`config.mk`:
```
export PLATFORM = sky130hd
export DESIGN_NAME = c1541_sd_arbiter_flat
export DESIGN_NICKNAME = d
export VERILOG_FILES = /design/src/rtl/c1541_sd_arbiter_pkg.sv /design/src/rtl/c1541_sd_arbiter_if.sv /design/src/rtl/c1541_sd_arbiter_rr_pick.sv /design/src/rtl/c1541_sd_arbiter.sv /design/src/flat_wrapper.sv
export SDC_FILE = /design/constraint.sdc
export NUM_CORES = 1
export LEC_CHECK = 0
export ABC_AREA = 1
export BUFFER_PORTS_ARGS = -buffer_cell sky130_fd_sc_hd__buf_4
export CAP_MARGIN = 30
export CORE_ASPECT_RATIO = 1.1
export CORE_UTILIZATION = 44
export CTS_BUF_LIST = sky130_fd_sc_hd__clkbuf_2
export DETAILED_ROUTE_END_ITERATION = 10
export GPL_TIMING_DRIVEN = 0
export HOLD_SLACK_MARGIN = 0.05
export PLACE_DENSITY = 0.8
export SLEW_MARGIN = 10
export SYNTH_ARGS = -nofsm -noshare
export SYNTH_HDL_FRONTEND = slang
export SYNTH_SLANG_ARGS = --single-unit
```
`constraint.sdc`:
```
create_clock -name clk_sys -period 1.75 [get_ports clk_sys]
set_input_delay 0.4375 -clock clk_sys [delete_from_list [all_inputs] [get_ports clk_sys]]
set_output_delay 0.4375 -clock clk_sys [all_outputs]
set_load 0.02 [all_outputs]
```
`src/rtl/c1541_sd_arbiter_pkg.sv`:
```
// Shared types for the c1541 SD arbiter: FSM state encoding,
// drive index type, drive-count limit and default ack timeout.
package c1541_pkg;

    localparam int MAX_DRIVES = 4;
    localparam logic [23:0] ACK_TIMEOUT_DEF = 24'd16000000;

    typedef logic [1:0] drv_idx_t;

    typedef enum logic [1:0] {
        ST_IDLE = 2'd0,
        ST_REQ  = 2'd1,
        ST_XFER = 2'd2,
        ST_DONE = 2'd3
    } arb_state_e;

    // Next drive index after v, wrapping at n drives.
    function automatic drv_idx_t wrap_inc(input drv_idx_t v, input int n);
        if (int'(v) + 1 >= n) begin
            return '0;
        end
        return v + drv_idx_t'(1);
    endfunction

endpackage

```
`src/rtl/c1541_sd_arbiter_if.sv`:
```
// Bundle of per-drive request/ack lines and the shared host SD port.
// master: the arbiter; slave: drives plus host around it.
interface c1541_sd_arbiter_if #(
    parameter int NDRIVES = 4
);
    // drive side
    logic [NDRIVES*32-1:0] drv_lba;
    logic [NDRIVES-1:0]    drv_rd;
    logic [NDRIVES-1:0]    drv_wr;
    logic [NDRIVES*8-1:0]  drv_buff_din;
    logic [NDRIVES-1:0]    drv_ack;
    logic [NDRIVES-1:0]    drv_buff_wr;
    // host side
    logic [31:0]           sd_lba;
    logic                  sd_rd;
    logic                  sd_wr;
    logic                  sd_ack;
    logic                  sd_buff_wr;
    logic [7:0]            sd_buff_din;

    modport master (
        input  drv_lba,
        input  drv_rd,
        input  drv_wr,
        input  drv_buff_din,
        input  sd_ack,
        input  sd_buff_wr,
        output drv_ack,
        output drv_buff_wr,
        output sd_lba,
        output sd_rd,
        output sd_wr,
        output sd_buff_din
    );

    modport slave (
        output drv_lba,
        output drv_rd,
        output drv_wr,
        output drv_buff_din,
        output sd_ack,
        output sd_buff_wr,
        input  drv_ack,
        input  drv_buff_wr,
        input  sd_lba,
        input  sd_rd,
        input  sd_wr,
        input  sd_buff_din
    );

endinterface

```
`src/rtl/c1541_sd_arbiter_rr_pick.sv`:
```
// Combinational round-robin picker: first pending drive at or after ptr_i.
// Ports: pend_i request vector, ptr_i start index, valid_o/idx_o winner.
module c1541_rr_pick
    import c1541_pkg::*;
#(
    parameter int NDRIVES = 4
) (
    input  logic [NDRIVES-1:0] pend_i,
    input  drv_idx_t           ptr_i,
    output logic               valid_o,
    output drv_idx_t           idx_o
);

    function automatic drv_idx_t slot(input drv_idx_t p, input int k);
        return drv_idx_t'((int'(p) + k) % NDRIVES);
    endfunction

    // Scan from the far end so the nearest pending slot is written last.
    always_comb begin
        valid_o = 1'b0;
        idx_o   = '0;
        for (int k = NDRIVES - 1; k >= 0; k--) begin
            if (pend_i[slot(ptr_i, k)]) begin
                valid_o = 1'b1;
                idx_o   = slot(ptr_i, k);
            end
        end
    end

endmodule

```
`src/rtl/c1541_sd_arbiter.sv`:
```
// Shares one SD block port among NDRIVES c1541 drives (round-robin).
// Ports: clk_sys/reset_n, bus (drive + host lines), grant, busy, timeout_err.
module c1541_sd_arbiter
    import c1541_pkg::*;
#(
    parameter int          NDRIVES     = 4,
    parameter logic [23:0] ACK_TIMEOUT = ACK_TIMEOUT_DEF
) (
    input  logic               clk_sys,
    input  logic               reset_n,
    c1541_sd_arbiter_if.master bus,
    output drv_idx_t           grant,
    output logic               busy,
    output logic               timeout_err
);

    arb_state_e  state_q, state_d;
    drv_idx_t    ptr_q, ptr_d;
    drv_idx_t    grant_q, grant_d;
    logic [31:0] lba_q, lba_d;
    logic        rd_q, rd_d;
    logic        wr_q, wr_d;
    logic        wmask_q, wmask_d;
    logic [23:0] cnt_q, cnt_d;
    logic        tmo;

    logic [NDRIVES-1:0] pend;
    logic               pick_vld;
    drv_idx_t           pick_idx;
    logic               active;

    assign pend = bus.drv_rd | bus.drv_wr;

    c1541_rr_pick #(
        .NDRIVES (NDRIVES)
    ) u_pick (
        .pend_i  (pend),
        .ptr_i   (ptr_q),
        .valid_o (pick_vld),
        .idx_o   (pick_idx)
    );

    always_ff @(posedge clk_sys or negedge reset_n) begin
        if (!reset_n) begin
            state_q <= ST_IDLE;
            ptr_q   <= '0;
            grant_q <= '0;
            lba_q   <= '0;
            rd_q    <= 1'b0;
            wr_q    <= 1'b0;
            wmask_q <= 1'b0;
            cnt_q   <= '0;
        end else begin
            state_q <= state_d;
            ptr_q   <= ptr_d;
            grant_q <= grant_d;
            lba_q   <= lba_d;
            rd_q    <= rd_d;
            wr_q    <= wr_d;
            wmask_q <= wmask_d;
            cnt_q   <= cnt_d;
        end
    end

    always_comb begin
        state_d = state_q;
        ptr_d   = ptr_q;
        grant_d = grant_q;
        lba_d   = lba_q;
        wmask_d = wmask_q;
        cnt_d   = '0;
        tmo     = 1'b0;
        rd_d    = 1'b0;
        wr_d    = 1'b0;

        unique case (state_q)
            ST_IDLE: begin
                if (pick_vld) begin
                    grant_d = pick_idx;
                    lba_d   = bus.drv_lba[{pick_idx, 5'd0} +: 32];
                    // read wins a simultaneous rd+wr; wr stays
                    // masked for the rest of this grant
                    wmask_d = bus.drv_rd[pick_idx]
                            & bus.drv_wr[pick_idx];
                    state_d = ST_REQ;
                end
            end
            ST_REQ: begin
                if (bus.sd_ack) begin
                    state_d = ST_XFER;
                end else if (!pend[grant_q]) begin
                    // owner withdrew: no error, ptr untouched
                    state_d = ST_IDLE;
                end else if (cnt_q == ACK_TIMEOUT - 24'd1) begin
                    state_d = ST_DONE;
                    tmo     = 1'b1;
                end else begin
                    cnt_d = cnt_q + 24'd1;
                end
            end
            ST_XFER: begin
                if (!bus.sd_ack) begin
                    state_d = ST_DONE;
                end
            end
            ST_DONE: begin
                ptr_d   = wrap_inc(grant_q, NDRIVES);
                state_d = ST_IDLE;
            end
            default: begin
                state_d = ST_IDLE;
            end
        endcase

        // Host request lines follow the owner only while it is
        // (or is about to be) in REQ/XFER; low everywhere else.
        if (state_d == ST_REQ || state_d == ST_XFER) begin
            rd_d = bus.drv_rd[grant_d];
            wr_d = bus.drv_wr[grant_d] & ~wmask_d;
        end
    end

    assign active = (state_q == ST_REQ) || (state_q == ST_XFER);

    logic [NDRIVES-1:0] ack_v;
    logic [NDRIVES-1:0] bwr_v;

    always_comb begin
        ack_v = '0;
        bwr_v = '0;
        if (active) begin
            ack_v[grant_q] = bus.sd_ack;
            bwr_v[grant_q] = bus.sd_buff_wr;
        end
    end

    assign bus.drv_ack     = ack_v;
    assign bus.drv_buff_wr = bwr_v;
    assign bus.sd_lba      = lba_q;
    assign bus.sd_rd       = rd_q;
    assign bus.sd_wr       = wr_q;
    assign bus.sd_buff_din = active
                           ? bus.drv_buff_din[{grant_q, 3'd0} +: 8]
                           : 8'h00;

    assign grant       = grant_q;
    assign busy        = (state_q != ST_IDLE);
    assign timeout_err = tmo;

endmodule
```
`src/flat_wrapper.sv`:
```
// flat-port wrapper written by rule: the top's interface ports become plain ports
module c1541_sd_arbiter_flat import c1541_pkg::*;
#(
    parameter int          NDRIVES     = 4,
    parameter logic [23:0] ACK_TIMEOUT = ACK_TIMEOUT_DEF
)
  (clk_sys, reset_n, grant, busy, timeout_err, bus_drv_lba, bus_drv_rd, bus_drv_wr, bus_drv_buff_din, bus_sd_ack, bus_sd_buff_wr, bus_drv_ack, bus_drv_buff_wr, bus_sd_lba, bus_sd_rd, bus_sd_wr, bus_sd_buff_din);
  c1541_sd_arbiter_if #(.NDRIVES(NDRIVES)) bus_i ();
  input  logic clk_sys;
  input  logic reset_n;
  output drv_idx_t grant;
  output logic busy;
  output logic timeout_err;
  input wire logic [$bits(bus_i.drv_lba)-1:0] bus_drv_lba;
  input wire logic [$bits(bus_i.drv_rd)-1:0] bus_drv_rd;
  input wire logic [$bits(bus_i.drv_wr)-1:0] bus_drv_wr;
  input wire logic [$bits(bus_i.drv_buff_din)-1:0] bus_drv_buff_din;
  input wire logic [$bits(bus_i.sd_ack)-1:0] bus_sd_ack;
  input wire logic [$bits(bus_i.sd_buff_wr)-1:0] bus_sd_buff_wr;
  output wire logic [$bits(bus_i.drv_ack)-1:0] bus_drv_ack;
  output wire logic [$bits(bus_i.drv_buff_wr)-1:0] bus_drv_buff_wr;
  output wire logic [$bits(bus_i.sd_lba)-1:0] bus_sd_lba;
  output wire logic [$bits(bus_i.sd_rd)-1:0] bus_sd_rd;
  output wire logic [$bits(bus_i.sd_wr)-1:0] bus_sd_wr;
  output wire logic [$bits(bus_i.sd_buff_din)-1:0] bus_sd_buff_din;
  assign bus_i.drv_lba = bus_drv_lba;
  assign bus_i.drv_rd = bus_drv_rd;
  assign bus_i.drv_wr = bus_drv_wr;
  assign bus_i.drv_buff_din = bus_drv_buff_din;
  assign bus_i.sd_ack = bus_sd_ack;
  assign bus_i.sd_buff_wr = bus_sd_buff_wr;
  assign bus_drv_ack = bus_i.drv_ack;
  assign bus_drv_buff_wr = bus_i.drv_buff_wr;
  assign bus_sd_lba = bus_i.sd_lba;
  assign bus_sd_rd = bus_i.sd_rd;
  assign bus_sd_wr = bus_i.sd_wr;
  assign bus_sd_buff_din = bus_i.sd_buff_din;
  c1541_sd_arbiter #(.NDRIVES(NDRIVES), .ACK_TIMEOUT(ACK_TIMEOUT)) u_core (.clk_sys(clk_sys), .reset_n(reset_n), .bus(bus_i), .grant(grant), .busy(busy), .timeout_err(timeout_err));
endmodule
```
==> results of run 1 <==
## per-stage QoR
step / total power [W] / instance area [µm²]
after floorplan: 0.00817 / 4860
after global placement: 0.0107 / 6730
after detailed placement: 0.0109 / 6730
after CTS: 0.0155 / 8080
after global routing: 0.0187 / 8750
final: 0.0179 / 8750
## registers in the layout, summed over array words and instances, names as in the netlist
register / count
u_core.bus.sd_lba: 32
u_core.bus.sd_rd: 1
u_core.bus.sd_wr: 1
u_core.cnt_q: 24
u_core.grant: 2
u_core.ptr_q: 2
u_core.state_q: 2
u_core.wmask_q: 1
## kinds of logic after synthesis
group           count (synthesis)  share of synthesized area, %
compound gates                173                          20.9
fa+ha+maj                      11                          2.94
simple gates                  320                          30.6
flops                          65                          34.8
xor+xnor                        6                          1.12
buf+inv                        93                          9.70
## cells in the final DEF (no fill, tap or decap), types with 4 or more instances in the layout
master / Yosys / layout
nand3_1: 27 / 14
o211ai_1: 28 / 28
clkbuf_2: 0 / 11
a21oi_2: 2 / 24
inv_2: 6 / 9
nor2_4: 6 / 31
buf_12: 1 / 6
or2_4: 0 / 11
a21oi_1: 41 / 15
nor2_1: 102 / 65
ha_4: 0 / 5
nand3_4: 0 / 11
buf_8: 0 / 13
nand2_2: 8 / 17
a21oi_4: 1 / 5
dfrtp_1: 65 / 62
o21ai_0: 51 / 26
inv_4: 1 / 9
nor2_2: 0 / 12
nand3_2: 3 / 5
clkbuf_8: 0 / 4
buf_6: 7 / 46
nor3_1: 7 / 5
o21ai_2: 1 / 19
buf_4: 5 / 257
nand2_1: 135 / 107
inv_1: 52 / 39
nand4_1: 9 / 9
ha_1: 11 / 6
o21ai_1: 41 / 47
nand2_4: 1 / 17
## metal layers
metal,vias up,track usage [%],wire (µm)
met2,461,59.3,11400
met5,-,0,23
met4,2,12.4,1470
met1,3154,39.0,7990
met3,156,7.00,1990
li1,2852,-,-
## worst reg2reg max path: stages, from the launching register on
cell	delay [ns]
dfrtp_1	0.46
buf_6	0.17
clkinv_8	0.09
nand2_4	0.05
nand2_4	0.09
nand3_4	0.11
nand3_4	0.12
nand2_2	0.07
nand2_2	0.09
nand2_4	0.08
buf_12	0.14
buf_8	0.12
buf_8	0.13
a21oi_2	0.12
o21ai_1	0.11
o21ai_1	0.26
nand2_1	0.10
nand2_1	0.08
## Yosys cell counts, drive strengths merged, types with 8 or more instances
| cell type | count |
|---|---|
| buf | 25 |
| o211ai | 28 |
| o21ai | 93 |
| a21oi | 44 |
| clkbuf | 8 |
| inv | 59 |
| nand3 | 30 |
| nand2 | 144 |
| ha | 11 |
| nor3 | 10 |
| nand4 | 9 |
| dfrtp | 65 |
| or2 | 15 |
| nor2 | 108 |
## report_power, final
group	total (W)	switching (W)	leakage (nW)	internal (W)
Clock	0.00126	0.000631	0.0927	0.000629
Sequential	0.00238	0.000360	0.834	0.00202
Combinational	0.0143	0.00787	3.16	0.00644
Total	0.0179	0.00886	4.09	0.00909
## final cells by class
type,count,area [µm²]
fillers,526,1590
flip-flops and latches,65,1630
clock inverters,6,115
clock buffers,10,50.0
repair buffers,304,2560
repair inverters,1,6.26
multi-input cells,510,3510
plain buffers,33,423
inverters,60,277
well taps,143,179
## worst paths after layout
| check | startpoint | end | slack [ns] | cells past startpoint |
|---|---|---|---|---|
| hold reg to reg | u_core.bus.sd_lba[7] | u_core.bus.sd_lba[7] | 0.52 | 2 |
| min in group asynchronous | reset_n | u_core.cnt_q[12] | 0.52 | 2 |
| setup / recovery | u_core.cnt_q[1] | timeout_err | -0.70 | 8 |
| hold / removal | bus_drv_lba[119] | u_core.bus.sd_lba[23] | 0.16 | 3 |
| setup reg to reg | u_core.ptr_q[0] | u_core.bus.sd_lba[15] | -0.66 | 17 |
| max in group asynchronous | reset_n | u_core.grant[1] | 0.55 | 2 |
## repair_timing
item,CTS,global route
setup buffers,49,21
gates resized for setup,199,138
pin swaps,55,79
cloned,11,1
hold endpoints to repair,52,0
hold buffers,1,0
setup endpoints to repair,77,78
==> impl_metrics.py, run 1 <==
metrics = {
    "setup_path": {
        "cpMostUsedCell": "nand2_2",
        "cp_max_fo": 2,
        "crit_path_end_kind": "primary output",
        "start_kind": "flop",
        "worstPathCellList": "ha_4 > nand3_4 > nor3_4 > nand2_2 > nor2_4 > nand2_2 > inv_2 > buf_6",
        "path_class": "reg -> out",
        "worst-path-buf-inv": 2,
        "cpPeakStageDelay_ns": 0.46,
        "required_ns": 1.31,
        "path_delay_family": "simple AND/OR/NAND/NOR gates",
        "worstPathArrival_ns": 2.01,
        "slowest_stage": "dfrtp_1",
    },
    "global_routing": {
        "grt_pass1_vias": 5993,
        "grt_max_degree": 66,
        "gr-total-overflow": 0,
        "grt_antenna_before_repair": 0,
        "grt_pass1_wl_um": 28500,
        "grt_usage_pct": 33.1,
    },
    "sta": {
        "fin_crit_ns": 2.45,
        "hold_viol": 0,
        "timing.fmax_mhz": 408,
        "grt_setup_unrepaired": "true",
        "drv_slew": 0,
        "slew_headroom_pct": 42.3,
        "setup_ws_ns": -0.699,
        "fin_worst_skew_ns": 0.0479,
        "tightest_slew_ns": 0.865,
        "fin_setup_tns_ns": -30.32,
        "fin_crit_sh_pct": 140,
        "hold_slack_ns": 0.159,
        "setup_viol": 80,
    },
    "yosys": {
        "yosysWarnings": 0,
        "synthArstFlopShare_pct": 100,
        "netlist_area_mm2": 0.00468,
        "synth_area_leaders": "dfrtp_1 35%, nand2_1 11%, nor2_1 8.2%",
        "netlist.area_leader.share_pct": 34.8,
        "synth-edff-count": 0,
        "syn_nets": 851,
        "syn_avg_cell_area_um2": 7.01,
        "ys_seq_area_share_pct": 34.8,
        "yosysTopAreaCell": "dfrtp_1",
        "synthFlopType": "dfrtp_1",
        "syn_inst": 668,
        "synth_cell_type_count": 41,
        "ys_seq_elements": 65,
    },
    "status": {
        "status": "finished with violations",
        "violations": "negative setup slack",
    },
    "placed_design": {
        "gp_congestion": 0.926,
        "placed_cells": 1036,
        "portBuffers": 225,
        "preCtsSetupSlack_ns": -0.591,
        "hpwl_um": 12500,
    },
    "pwr": {
        "power_density_mw_per_mm2": 2050,
        "power.leakage_nw": 4.09,
        "ir_worst_vdd_uv": 1520,
    },
    "worst_hold_path": {
        "min_path_type": "in -> reg",
    },
    "route": {
        "vias": 6625,
        "post_drt_wl_per_cell_um": 20.2,
        "firstDrtPassIters": 8,
        "via_per_inst": 5.85,
        "drcViolationCount": 0,
        "routed_wl_um": 22900,
        "ant_nets": 0,
        "first_iter_violations": 756,
    },
    "clock_network": {
        "cts_sinks": 65,
        "clock_path_buffers": 2,
        "cts_tree": "yes",
        "clock_latency_ns": 0.53,
        "cts_root_buffer": "clkbuf_2",
        "h-tree-depth": 3,
        "cts_buffers": 9,
        "cts.clk_slew.worst_paths_ns": 0.23,
    },
    "layout": {
        "final_cells": 1132,
        "area_delta_synth_final_pct": 87.0,
        "drive_above_1_share_pct": 55.5,
        "fin_nets": 1167,
        "diodes": 0,
        "fin_util_pct": 84.6,
    },
    "die": {
        "die_x_um": 100,
        "die_h_um": 110,
        "boundaryPins": 226,
        "die_area_mm2": 0.0111,
        "fp-row-count": 39,
        "start_util_pct": 45.2,
        "core_area_mm2": 0.0103,
    },
    "run": {
        "maxCapViolations": 0,
    },
}
No activity file was read; power rests on OpenSTA's default activity.
==> run 2: changes to the inputs <==
--- a/config.mk
+++ b/config.mk
@@ -5,16 +5,16 @@
 export SDC_FILE = /design/constraint.sdc
 export NUM_CORES = 1
 export LEC_CHECK = 0
-export ABC_AREA = 1
+export ABC_AREA = 0
 export BUFFER_PORTS_ARGS = -buffer_cell sky130_fd_sc_hd__buf_4
 export CAP_MARGIN = 30
 export CORE_ASPECT_RATIO = 1.1
-export CORE_UTILIZATION = 44
+export CORE_UTILIZATION = 43
 export CTS_BUF_LIST = sky130_fd_sc_hd__clkbuf_2
 export DETAILED_ROUTE_END_ITERATION = 10
 export GPL_TIMING_DRIVEN = 0
 export HOLD_SLACK_MARGIN = 0.05
-export PLACE_DENSITY = 0.8
+export PLACE_DENSITY = 0.79
 export SLEW_MARGIN = 10
 export SYNTH_ARGS = -nofsm -noshare
 export SYNTH_HDL_FRONTEND = slang
==> impl_metrics.py, run 2 <==
metrics = {
    "status": {
        "status": "finished with violations",
        "violations": "negative setup slack",
    },
    "setup_path": {
        "reg2reg_from": "u_core.cnt_q[0]",
        "startpoint": "u_core.cnt_q[0]",
        "worst-path-buf-inv": 1,
        "path_class": "reg -> out",
        "r2r_slack_ns": -1.05,
        "cpMostUsedCell": "or4_4",
        "crit_path_end_kind": "primary output",
        "start_kind": "flop",
        "path_delay_family": "simple AND/OR/NAND/NOR gates",
        "cpPeakStageDelay_ns": 0.54,
        "slowest_stage": "or4_4",
        "worstPathCellList": "ha_4 > nand3_4 > or4_4 > or4_4 > nor2_4 > buf_6",
        "cp_max_fo": 3,
        "required_ns": 1.31,
        "worstPathArrival_ns": 2.48,
    },
    "layout": {
        "drive_above_1_share_pct": 56.8,
        "final_common_cell": "buf_4",
        "final_cells": 990,
        "largest_reg_flops": 32,
        "diodes": 0,
        "mostFrequentLayoutCells": "229 x buf_4, 143 x nand2_1, 63 x dfrtp_1",
        "fillers": 600,
        "register_area_mm2": 0.00163,
        "fin_area_mm2": 0.00814,
        "area_delta_synth_final_pct": 80.5,
        "multi_input_area_mm2": 0.00353,
        "fin_nets": 1028,
    },
    "yosys": {
        "synth_mux_area_share_pct": 5.88,
        "synth_compound_area_share_pct": 11.7,
        "syn_inst": 567,
        "yosysTopAreaCell": "dfrtp_1",
        "syn_nets": 750,
        "synth_area_leaders": "dfrtp_1 36%, nand2_1 15%, and3_1 10%",
        "synth-edff-count": 0,
        "synth_fa_ha_area_share_pct": 3.05,
        "synthFlopType": "dfrtp_1",
        "synthTopCellsByCount": "176 x nand2_1, 74 x and3_1, 65 x dfrtp_1",
        "syn_avg_cell_area_um2": 7.96,
        "synthArstFlopShare_pct": 100,
        "ys_seq_area_share_pct": 36.1,
        "synth_cell_type_count": 46,
        "synth_xor_area_share_pct": 4.08,
        "netlist_area_mm2": 0.00451,
        "netlist.area_leader.share_pct": 36.1,
        "yosysWarnings": 0,
        "synth_top_family_by_area": "simple AND/OR/NAND/NOR gates",
        "ys_seq_elements": 65,
        "synthSimpleGateAreaFrac_pct": 35.5,
        "synth_most_common_cell": "nand2_1",
    },
    "die": {
        "die_area_mm2": 0.0109,
        "boundaryPins": 226,
        "start_util_pct": 45.0,
        "die_x_um": 99.7,
        "die_h_um": 109,
        "fp-row-count": 38,
        "core_area_mm2": 0.0100,
    },
    "placed_design": {
        "hpwl_um": 11600,
        "portBuffers": 225,
        "postPlaceCellArea_mm2": 0.00652,
        "placed_cells": 932,
        "gp_congestion": 0.872,
    },
    "route": {
        "met3_length_um": 1030,
        "first_iter_violations": 379,
        "dr.max_layer_used": "met4",
        "firstDrtPassIters": 7,
        "drt-met1-wl_um": 6450,
        "route.met2.wl_um": 9950,
        "drcViolationCount": 0,
        "via_per_inst": 5.54,
        "routed_wl_um": 17900,
        "vias": 5487,
        "ant_nets": 0,
        "post_drt_wl_per_cell_um": 18.1,
    },
    "sta": {
        "tightest_slew_ns": 0.832,
        "grt_setup_unrepaired": "true",
        "slew_headroom_pct": 44.5,
        "hold_viol": 0,
        "fin_worst_skew_ns": 0.0225,
        "fin_crit_sh_pct": 167,
        "drv_slew": 0,
        "setup_ws_ns": -1.17,
        "timing.fmax_mhz": 343,
        "fin_crit_ns": 2.92,
        "setup_viol": 78,
    },
    "run": {
        "maxCapViolations": 0,
    },
    "global_routing": {
        "grt_usage_pct": 30.4,
        "grt_pass1_vias": 5546,
        "gr-total-overflow": 0,
        "grt_antenna_before_repair": 0,
        "grt_max_degree": 66,
        "grt_pass1_wl_um": 26000,
    },
    "clock_network": {
        "h-tree-depth": 3,
        "cts_buffers": 9,
        "clock_path_buffers": 2,
        "cts_root_buffer": "clkbuf_2",
        "clock_latency_ns": 0.53,
        "cts_tree": "yes",
        "cts_sinks": 65,
        "cts.clk_slew.worst_paths_ns": 0.21,
    },
    "worst_hold_path": {
        "hp-start": "bus_drv_lba[78]",
        "min_path_type": "in -> reg",
    },
    "pwr": {
        "power.leakage_nw": 3.82,
        "power_density_mw_per_mm2": 1610,
        "ir_worst_vdd_uv": 979,
    },
}
## run 2: final timing paths
kind | end | cells past startpoint
setup / recovery | timeout_err | 6
hold / removal | u_core.bus.sd_lba[14] | 4
setup reg to reg | u_core.bus.sd_wr | 8
hold reg to reg | u_core.bus.sd_lba[3] | 2
max in group asynchronous | u_core.ptr_q[1] | 2
min in group asynchronous | u_core.cnt_q[21] | 2
## run 2: through the flow
step | setup TNS [ns] | power (W) | util [%] | hold slack, ns | worst slack [ns]
after floorplan | -20.60 | 0.00632 | - | 0.142 | -0.701
after global placement | -40.26 | 0.00836 | 64.9 | 0.465 | -0.870
after detailed placement | -41.31 | 0.00847 | 64.9 | 0.470 | -0.873
after CTS | -37.66 | 0.0114 | 75.8 | 0.249 | -1.24
after global routing | -41.14 | 0.0137 | 81.2 | 0.246 | -1.25
final | -36.25 | 0.0131 | 81.2 | 0.277 | -1.17
## run 2: final cells by class
class	count	share of cell area [%]
Inverter	12	0.707
Clock buffer	9	0.553
Buffer	31	4.43
Tap cell	140	2.15
Clock inverter	7	1.54
Timing Repair Buffer	268	27.2
Sequential cell	65	20.0
Multi-Input combinational cell	458	43.4
## run 2: power breakdown
group	internal, W	switching, W	leakage, nW	total [W]
registers	0.00200	0.000343	0.833	0.00234
clock network	0.000634	0.000636	0.0975	0.00127
logic	0.00477	0.00470	2.89	0.00946
total	0.00740	0.00567	3.82	0.0131
## run 2: cells by family (layout without fill, tap and decap cells)
family / Yosys count / after routing
AND/OR/NAND/NOR: 343 / 343
flip-flops: 65 / 65
buffers and inverters: 44 / 327
AO/OA/AOI/OAI: 68 / 68
adder cells (fa/ha/maj): 11 / 11
XOR/XNOR: 21 / 21
multiplexers: 15 / 15
## run 2: layer usage
layer | GRT usage, % | vias up
met3 | 6.10 | 50
met2 | 57.8 | 258
met4 | 12.9 | 0
met1 | 32.8 | 2649
met5 | 0 | -
li1 | - | 2530
## run 2: timing repair
item | 4_1_cts | 5_1_grt
pin swaps | 76 | 45
setup endpoints to repair | 80 | 80
hold endpoints to repair | 65 | 0
cloned | 7 | 1
hold buffers | 1 | 0
buffers inserted | 25 | 12
gates resized for setup | 146 | 120
## run 2: worst min-delay path: stages
cell and delay, ns:
buf_4 0.11, nand2_1 0.04, and3_1 0.15, o31ai_2 0.06
==> run 3: changes to the inputs <==
--- a/config.mk
+++ b/config.mk
@@ -9,12 +9,13 @@
 export BUFFER_PORTS_ARGS = -buffer_cell sky130_fd_sc_hd__buf_4
 export CAP_MARGIN = 30
 export CORE_ASPECT_RATIO = 1.1
+export CORE_MARGIN = 2
 export CORE_UTILIZATION = 43
 export CTS_BUF_LIST = sky130_fd_sc_hd__clkbuf_2
 export DETAILED_ROUTE_END_ITERATION = 10
 export GPL_TIMING_DRIVEN = 0
 export HOLD_SLACK_MARGIN = 0.05
-export PLACE_DENSITY = 0.79
+export PLACE_DENSITY_LB_ADDON = 0.08
 export SLEW_MARGIN = 10
 export SYNTH_ARGS = -nofsm -noshare
 export SYNTH_HDL_FRONTEND = slang
==> impl_metrics.py, run 3 (synthesis results as in run 2) <==
metrics = {
    "pwr": {
        "p_int_w": 0.00666,
        "p_sw_w": 0.00527,
        "power.total_w": 0.0119,
        "ir_worst_vdd_uv": 830,
        "seqPwrFrac_pct": 19.4,
        "power_density_mw_per_mm2": 1530,
        "power.leakage_nw": 3.70,
        "swShare_pct": 44.2,
        "pwr-share-comb_pct": 73.3,
        "pwr-share-clk_pct": 7.3,
    },
    "die": {
        "start_util_pct": 43.8,
        "fp-row-count": 39,
        "die_h_um": 111,
        "boundaryPins": 226,
        "die_area_mm2": 0.0113,
        "die_x_um": 102,
        "core_area_mm2": 0.0103,
    },
    "placed_design": {
        "preCtsSetupSlack_ns": -1.03,
        "hpwl_um": 11400,
        "portBuffers": 225,
        "gp_congestion": 0.952,
        "postPlaceCellArea_mm2": 0.00652,
    },
    "layout": {
        "fin_nets": 1026,
        "fin_util_pct": 75.7,
        "mostFrequentLayoutCells": "229 x buf_4, 154 x nand2_1, 62 x dfrtp_1",
        "final_common_cell": "buf_4",
        "area_delta_synth_final_pct": 72.8,
        "largest_reg_flops": 32,
        "fin_area_mm2": 0.00779,
        "drive_above_1_share_pct": 53.5,
    },
    "setup_path": {
        "worstPathCellList": "ha_2 > nand3_4 > or4_4 > or4_4 > nor2_4 > buf_6",
        "cpMostUsedCell": "or4_4",
        "path_delay_family": "simple AND/OR/NAND/NOR gates",
        "path_class": "reg -> out",
        "slowest_stage": "or4_4",
        "cpPeakStageDelay_ns": 0.51,
        "start_kind": "flop",
        "required_ns": 1.31,
        "cp_max_fo": 3,
        "worst-path-buf-inv": 1,
        "worstPathArrival_ns": 2.49,
        "crit_path_end_kind": "primary output",
    },
    "run": {
        "maxCapViolations": 0,
    },
    "clock_network": {
        "cts_tree": "yes",
        "clock_path_buffers": 2,
        "clock_latency_ns": 0.52,
        "h-tree-depth": 3,
        "cts_root_buffer": "clkbuf_2",
        "cts.clk_slew.worst_paths_ns": 0.19,
        "cts_sinks": 65,
        "cts_buffers": 9,
    },
    "global_routing": {
        "grt_pass1_vias": 5424,
        "met3_usage_pct": 5.02,
        "grt_antenna_before_repair": 1,
        "grt.busiest_layer": "met2",
        "grt_pass1_wl_um": 25800,
        "grt_max_degree": 66,
        "gr-total-overflow": 0,
        "use_met2_pct": 49.4,
        "met1_usage_pct": 34.0,
        "grt_usage_pct": 28.7,
    },
    "route": {
        "via_per_inst": 5.36,
        "drcViolationCount": 0,
        "vias": 5312,
        "routed_wl_um": 16700,
        "first_iter_violations": 479,
        "post_drt_wl_per_cell_um": 16.8,
        "ant_nets": 0,
        "firstDrtPassIters": 5,
    },
    "sta": {
        "setup_ws_ns": -1.18,
        "fin_setup_tns_ns": -34.26,
        "tightest_slew_ns": 0.844,
        "setup_viol": 78,
        "fin_worst_skew_ns": 0.0193,
        "hold_viol": 0,
        "slew_headroom_pct": 43.8,
        "timing.fmax_mhz": 341,
        "grt_setup_unrepaired": "true",
        "fin_crit_sh_pct": 168,
        "fin_crit_ns": 2.93,
        "drv_slew": 0,
    },
    "status": {
        "status": "finished with violations",
        "violations": "negative setup slack",
    },
    "worst_hold_path": {
        "min_path_type": "in -> reg",
    },
}
## run 3: changes by cell type in the layout (fill, tap and decap cells not counted), sizes merged
cell	change
buf	-8
bufinv	-2
clkbuf	+7
clkinv	+3
clkinvlp	+1
diode	+1
inv	-4
## run 3: metrics by stage
stage | instances | hold WS (ns)
floorplan | 567 | 0.142
finish | 991 | 0.280
global placement | 935 | 0.464
CTS | 981 | 0.259
detailed placement | 935 | 0.467
global route | 991 | 0.259
## run 3: timing repair
item | 4_1_cts | 5_1_grt
hold buffers | 1 | 0
buffers inserted | 21 | 9
pin swaps | 82 | 18
setup endpoints to repair | 80 | 80
gates resized for setup | 136 | 73
hold endpoints to repair | 56 | 0
gates cloned | 9 | 0
## run 3: routing by layer
layer / up-vias / routed length (µm)
li1: 2524 / -
met3: 45 / 972
met5: - / 0
met1: 2527 / 6440
met2: 216 / 8700
met4: 0 / 541
## run 3: area by class of cell
type / instances / area [µm²]
Multi-Input combinational cell: 458 / 3340
Fill cell: 708 / 2500
Timing Repair Buffer: 265 / 2140
Sequential cell: 65 / 1630
Buffer: 32 / 348
Tap cell: 143 / 179
Inverter: 12 / 58.8
Clock buffer: 10 / 50.0
Clock inverter: 5 / 47.5
Antenna cell: 1 / 2.50
## run 3: path summary, 6_finish.rpt
kind | start | endpoint | cells past startpoint | slack [ns]
max in group asynchronous | reset_n | u_core.grant[0] | 2 | 0.62
worst min register to register | u_core.bus.sd_lba[6] | u_core.bus.sd_lba[6] | 2 | 0.50
worst min-delay path | bus_drv_lba[91] | u_core.bus.sd_lba[27] | 4 | 0.28
worst max register to register | u_core.cnt_q[0] | u_core.bus.sd_wr | 8 | -1.12
worst max-delay path | u_core.cnt_q[0] | timeout_err | 6 | -1.18
min in group asynchronous | reset_n | u_core.state_q[0] | 2 | 0.54
## run 3: worst min-delay path: stages
cell	delay (ns)
buf_4	0.11
nand2_1	0.04
and3_1	0.14
o31ai_1	0.06
## run 3: power groups by stage
stage | clock, W | combinational, W | sequential (W)
after floorplan | 0 | 0.00352 | 0.00280
after global placement | 0 | 0.00606 | 0.00233
after detailed placement | 0 | 0.00616 | 0.00235
after CTS | 0.000867 | 0.00781 | 0.00229
after global routing | 0.000950 | 0.00928 | 0.00236
final | 0.000869 | 0.00875 | 0.00231
